$ cat src/rtl/traffic_light_pkg.sv
// Shared types and constants for the traffic light controller and its phase timer.
package traffic_light_pkg;

  localparam int CNT_W = 8;

  typedef enum logic [1:0] {
    RED    = 2'b00,
    GREEN  = 2'b01,
    YELLOW = 2'b10
  } state_t;

  localparam logic [2:0] LIGHT_RED    = 3'b100;
  localparam logic [2:0] LIGHT_YELLOW = 3'b010;
  localparam logic [2:0] LIGHT_GREEN  = 3'b001;

endpackage

$ cat src/rtl/traffic_light_timer.sv
// Phase down-counter: loads on request, otherwise counts down to zero and holds there.
module traffic_timer
  import traffic_light_pkg::*;
#(
  parameter logic [CNT_W-1:0] RESET_VAL = '0
) (
  input  logic             clk,
  input  logic             rst,
  input  logic             load,
  input  logic [CNT_W-1:0] load_val,
  output logic             zero
);

  logic [CNT_W-1:0] count_q;
  logic [CNT_W-1:0] count_d;

  always_comb begin
    count_d = count_q;
    if (load) begin
      count_d = load_val;
    end else if (count_q != '0) begin
      count_d = count_q - 1'b1;
    end
  end

  always_ff @(posedge clk or negedge rst) begin
    if (!rst) begin
      count_q <= RESET_VAL;
    end else begin
      count_q <= count_d;
    end
  end

  assign zero = (count_q == '0);

endmodule

$ cat src/rtl/traffic_light.sv
// Fixed-cycle RED -> GREEN -> YELLOW traffic light with Moore lamp decode.
module traffic_light
  import traffic_light_pkg::*;
#(
  parameter int RED_TIME    = 5,
  parameter int GREEN_TIME  = 5,
  parameter int YELLOW_TIME = 2
) (
  input  logic       clk,
  input  logic       rst,
  output logic [2:0] lights
);

  localparam logic [CNT_W-1:0] RED_LOAD    = CNT_W'(RED_TIME - 1);
  localparam logic [CNT_W-1:0] GREEN_LOAD  = CNT_W'(GREEN_TIME - 1);
  localparam logic [CNT_W-1:0] YELLOW_LOAD = CNT_W'(YELLOW_TIME - 1);

  state_t           state_q;
  state_t           state_d;
  logic             load;
  logic [CNT_W-1:0] load_val;
  logic             zero;

  traffic_timer #(
    .RESET_VAL(RED_LOAD)
  ) u_timer (
    .clk      (clk),
    .rst      (rst),
    .load     (load),
    .load_val (load_val),
    .zero     (zero)
  );

  // The next phase's duration is loaded on the same edge that leaves the current one.
  always_comb begin
    state_d  = state_q;
    load     = 1'b0;
    load_val = RED_LOAD;
    case (state_q)
      RED: begin
        if (zero) begin
          state_d  = GREEN;
          load     = 1'b1;
          load_val = GREEN_LOAD;
        end
      end
      GREEN: begin
        if (zero) begin
          state_d  = YELLOW;
          load     = 1'b1;
          load_val = YELLOW_LOAD;
        end
      end
      YELLOW: begin
        if (zero) begin
          state_d  = RED;
          load     = 1'b1;
          load_val = RED_LOAD;
        end
      end
      default: begin
        state_d  = RED;
        load     = 1'b1;
        load_val = RED_LOAD;
      end
    endcase
  end

  always_ff @(posedge clk or negedge rst) begin
    if (!rst) begin
      state_q <= RED;
    end else begin
      state_q <= state_d;
    end
  end

  always_comb begin
    lights = LIGHT_RED;
    case (state_q)
      RED:     lights = LIGHT_RED;
      GREEN:   lights = LIGHT_GREEN;
      YELLOW:  lights = LIGHT_YELLOW;
      default: lights = LIGHT_RED;
    endcase
  end

endmodule

$ cat config.mk
export PLATFORM = sky130hd
export DESIGN_NAME = traffic_light
export DESIGN_NICKNAME = d
export VERILOG_FILES = /design/src/rtl/traffic_light_pkg.sv /design/src/rtl/traffic_light_timer.sv /design/src/rtl/traffic_light.sv
export SDC_FILE = /design/constraint.sdc
export NUM_CORES = 1
export LEC_CHECK = 0
export CORE_UTILIZATION = 45
export DETAILED_ROUTE_END_ITERATION = 7
export MAX_ROUTING_LAYER = met4
export PLACE_DENSITY_LB_ADDON = 0.15
export SLEW_MARGIN = 10
export SYNTH_ARGS = -nofsm -noshare
export SYNTH_HDL_FRONTEND = slang
export SYNTH_HIERARCHICAL = 1
export SYNTH_SLANG_ARGS = --single-unit
$ cat constraint.sdc
create_clock -name clk -period 2.5 [get_ports clk]
set_input_delay 0.25 -clock clk [delete_from_list [all_inputs] [get_ports clk]]
set_output_delay 0.25 -clock clk [all_outputs]
set_load 0.05 [all_outputs]
==> impl_metrics.json <==
{
  "path_class": "flop to output port",
  "ys.flop_type": "dfrtp_1",
  "start_util_pct": 51.5,
  "drcViolationCount": 0,
  "power.total_mw": 1.09,
  "die_x_um": 41.8,
  "grt_usage_pct": 19.5,
  "grt_antenna_before_repair": 0,
  "vias_per_cell": 6.00,
  "worst_ep_required_time_ns": 2.25,
  "dieArea_um2": 1750,
  "finalWirelength_um": 1470,
  "p_per_area_nw_per_um2": 1340,
  "io_pins": 5,
  "place_ws_ns": 0.324,
  "synth_edf_count": 0,
  "cts_tree": "done",
  "place_congestion": 0.913,
  "area_delta_synth_final_pct": 14.1,
  "cts-hold-fix-buffers": 0,
  "vias": 636,
  "cts-root-buf": "clkbuf_4",
  "rsz0062_at_grt": "no",
  "final-setup-viol-count": 0,
  "clk_path_buf_depth": 2,
  "cts-htree-levels": 1,
  "cts_buffers": 3,
  "period_needed_ns": 2.25,
  "hold_path_class": "input pin to asynchronous set/reset pin",
  "hold_violations": 0,
  "synth_top_area_share_pct": 31.6,
  "cp.arrival_ns": 2.00,
  "clk_pin_slew_ns": 0.07,
  "setup-tns-final_ns": 0,
  "core_um2": 1380,
  "final_layout_size_suffix_gt1_share_pct": 7.69,
  "diodes": 0,
  "fin_crit_sh_pct": 90.0,
  "avgSynthCellArea_um2": 8.90,
  "vdd_drop_max_v": 0.000882,
  "yosys-top-cells-area": "dfrtp_1, ha_1, nand2_1",
  "ys_ff_latch": 10,
  "worst_slew_pin_slew_ns": 0.606,
  "grt_pass1_vias": 566,
  "maxSlewViolCount": 0,
  "max_slew_margin_pct": 59.2,
  "clkSinkCount": 10,
  "cp_max_fo": 5,
  "syn_inst": 80,
  "cts_setup_buffers": 0,
  "setup_slack_ns": 0.251,
  "die_h_um": 41.8,
  "wl_per_cell_um": 13.9,
  "nNetsFinal": 102,
  "yosysMostFrequentCell": "dfrtp_1",
  "clkLatencyLatePin_ns": 0.27,
  "dr.pass1.iters": 4,
  "ys_seq_area_share_pct": 35.3,
  "fmax_ghz": 0.445,
  "ant_nets": 0,
  "synth_cell_types": 34,
  "leakage_nw": 0.347,
  "fin_skew_ns": 0.00486,
  "grt_pass1_wl_um": 2430,
  "status": "finished, final reports clean",
  "yosysWarningCount": 6,
  "drt_iter0_markers": 27,
  "io_buffer_count": 4,
  "grt_overflow_total": 0,
  "crit_path_end_kind": "output port",
  "grt_max_degree": 14,
  "synth_common_cells": "dfrtp_1, ha_1, nand2_1, inv_1, nor2_1",
  "synthArstFlopShare_pct": 100,
  "yosysTopAreaCell": "dfrtp_1",
  "ctsResizeCount": 0,
  "dp_hpwl_um": 1040,
  "maxCapViolCount": 0,
  "critPathLaunchType": "flop",
  "syn_area_um2": 712,
  "rows": 13
}
-- per-stage QoR --
step           utilization, %  hold slack (ns)  cells  cell area, um2
3_3_place_gp             56.1            0.592    102             776
6_report                 58.7            0.283    106             812
3_5_place_dp             56.1            0.597    102             776
5_1_grt                  58.7            0.324    106             812
2_1_floorplan               -          -0.0456     85             731
4_1_cts                  58.7            0.303    106             812
-- routing by layer --
metal | share of wire [%] | global-route usage (%)
met1 | 49 | 24.1
met2 | 41 | 25.6
met3 | 5.8 | 6.96
met4 | 3.6 | 14.8
met5 | 0 | -
-- critical path, cell delays in order (launching register included) --
cell             delay (ns)
dfrtp_1                0.45
inv_1                  0.13
ha_1                   0.31
inv_1                  0.05
clkdlybuf4s50_1        0.79
-- state kept, by name (all words and copies together), names as in the netlist --
register and flops:
state_q 2, u_timer/count_q 8
-- cell type report --
type	instances	area (um2)
Sequential cell	10	251
Fill cell	121	571
Multi-Input combinational cell	65	432
Timing Repair Buffer	5	47.5
Tap cell	15	18.8
Inverter	7	26.3
Clock buffer	4	36.3
-- cells by family (layout without fill, tap and decap cells) --
logic type / after synthesis / after routing / synth area share (%)
buffers and inverters: 10 / 16 / 6.68
XOR/XNOR: 1 / 1 / 1.23
other: 1 / 6 / 0.527
AO/OA/AOI/OAI: 18 / 18 / 17.8
adder cells (fa/ha/maj): 8 / 8 / 14.1
flip-flops: 10 / 10 / 35.3
AND/OR/NAND/NOR: 32 / 32 / 24.4
-- path summary, 6_finish.rpt --
kind / startpoint / to / slack (ns) / cells after the start
max in group asynchronous: rst / u_timer/count_q[2] / 1.88 / 1
max reg2reg: u_timer/count_q[0] / u_timer/count_q[6] / 0.29 / 8
min: rst / u_timer/count_q[3] / 0.28 / 1
min reg2reg: u_timer/count_q[7] / u_timer/count_q[7] / 0.61 / 2
min in group clk: u_timer/count_q[7] / u_timer/count_q[7] / 0.61 / 2
max: state_q[0] / lights[2] / 0.25 / 4
-- where the power goes --
part / total (mW) / leakage (nW) / switching (mW) / internal [mW]
combinational: 0.569 / 0.208 / 0.337 / 0.231
sequential: 0.367 / 0.118 / 0.114 / 0.254
clock: 0.150 / 0.0210 / 0.0617 / 0.0886
-- layout by cell type (no fill, tap or decap), drive strengths merged, types with 2 or more instances in the layout --
| master | Yosys | routed |
|---|---|---|
| a21oi | 3 | 3 |
| clkbuf | 1 | 4 |
| clkdlybuf4s50 | 0 | 4 |
| conb | 1 | 6 |
| dfrtp | 9 | 9 |
| ha | 8 | 8 |
| inv | 7 | 7 |
| nand2 | 8 | 8 |
| nand2b | 2 | 2 |
| nand3 | 2 | 2 |
| nor2 | 5 | 5 |
| nor3 | 4 | 4 |
| nor4 | 2 | 2 |
| o211ai | 2 | 2 |
| o21ai | 2 | 2 |
| o31ai | 3 | 3 |
| or4 | 2 | 2 |
| or4b | 2 | 2 |
Power figures use the tool's default switching activity.
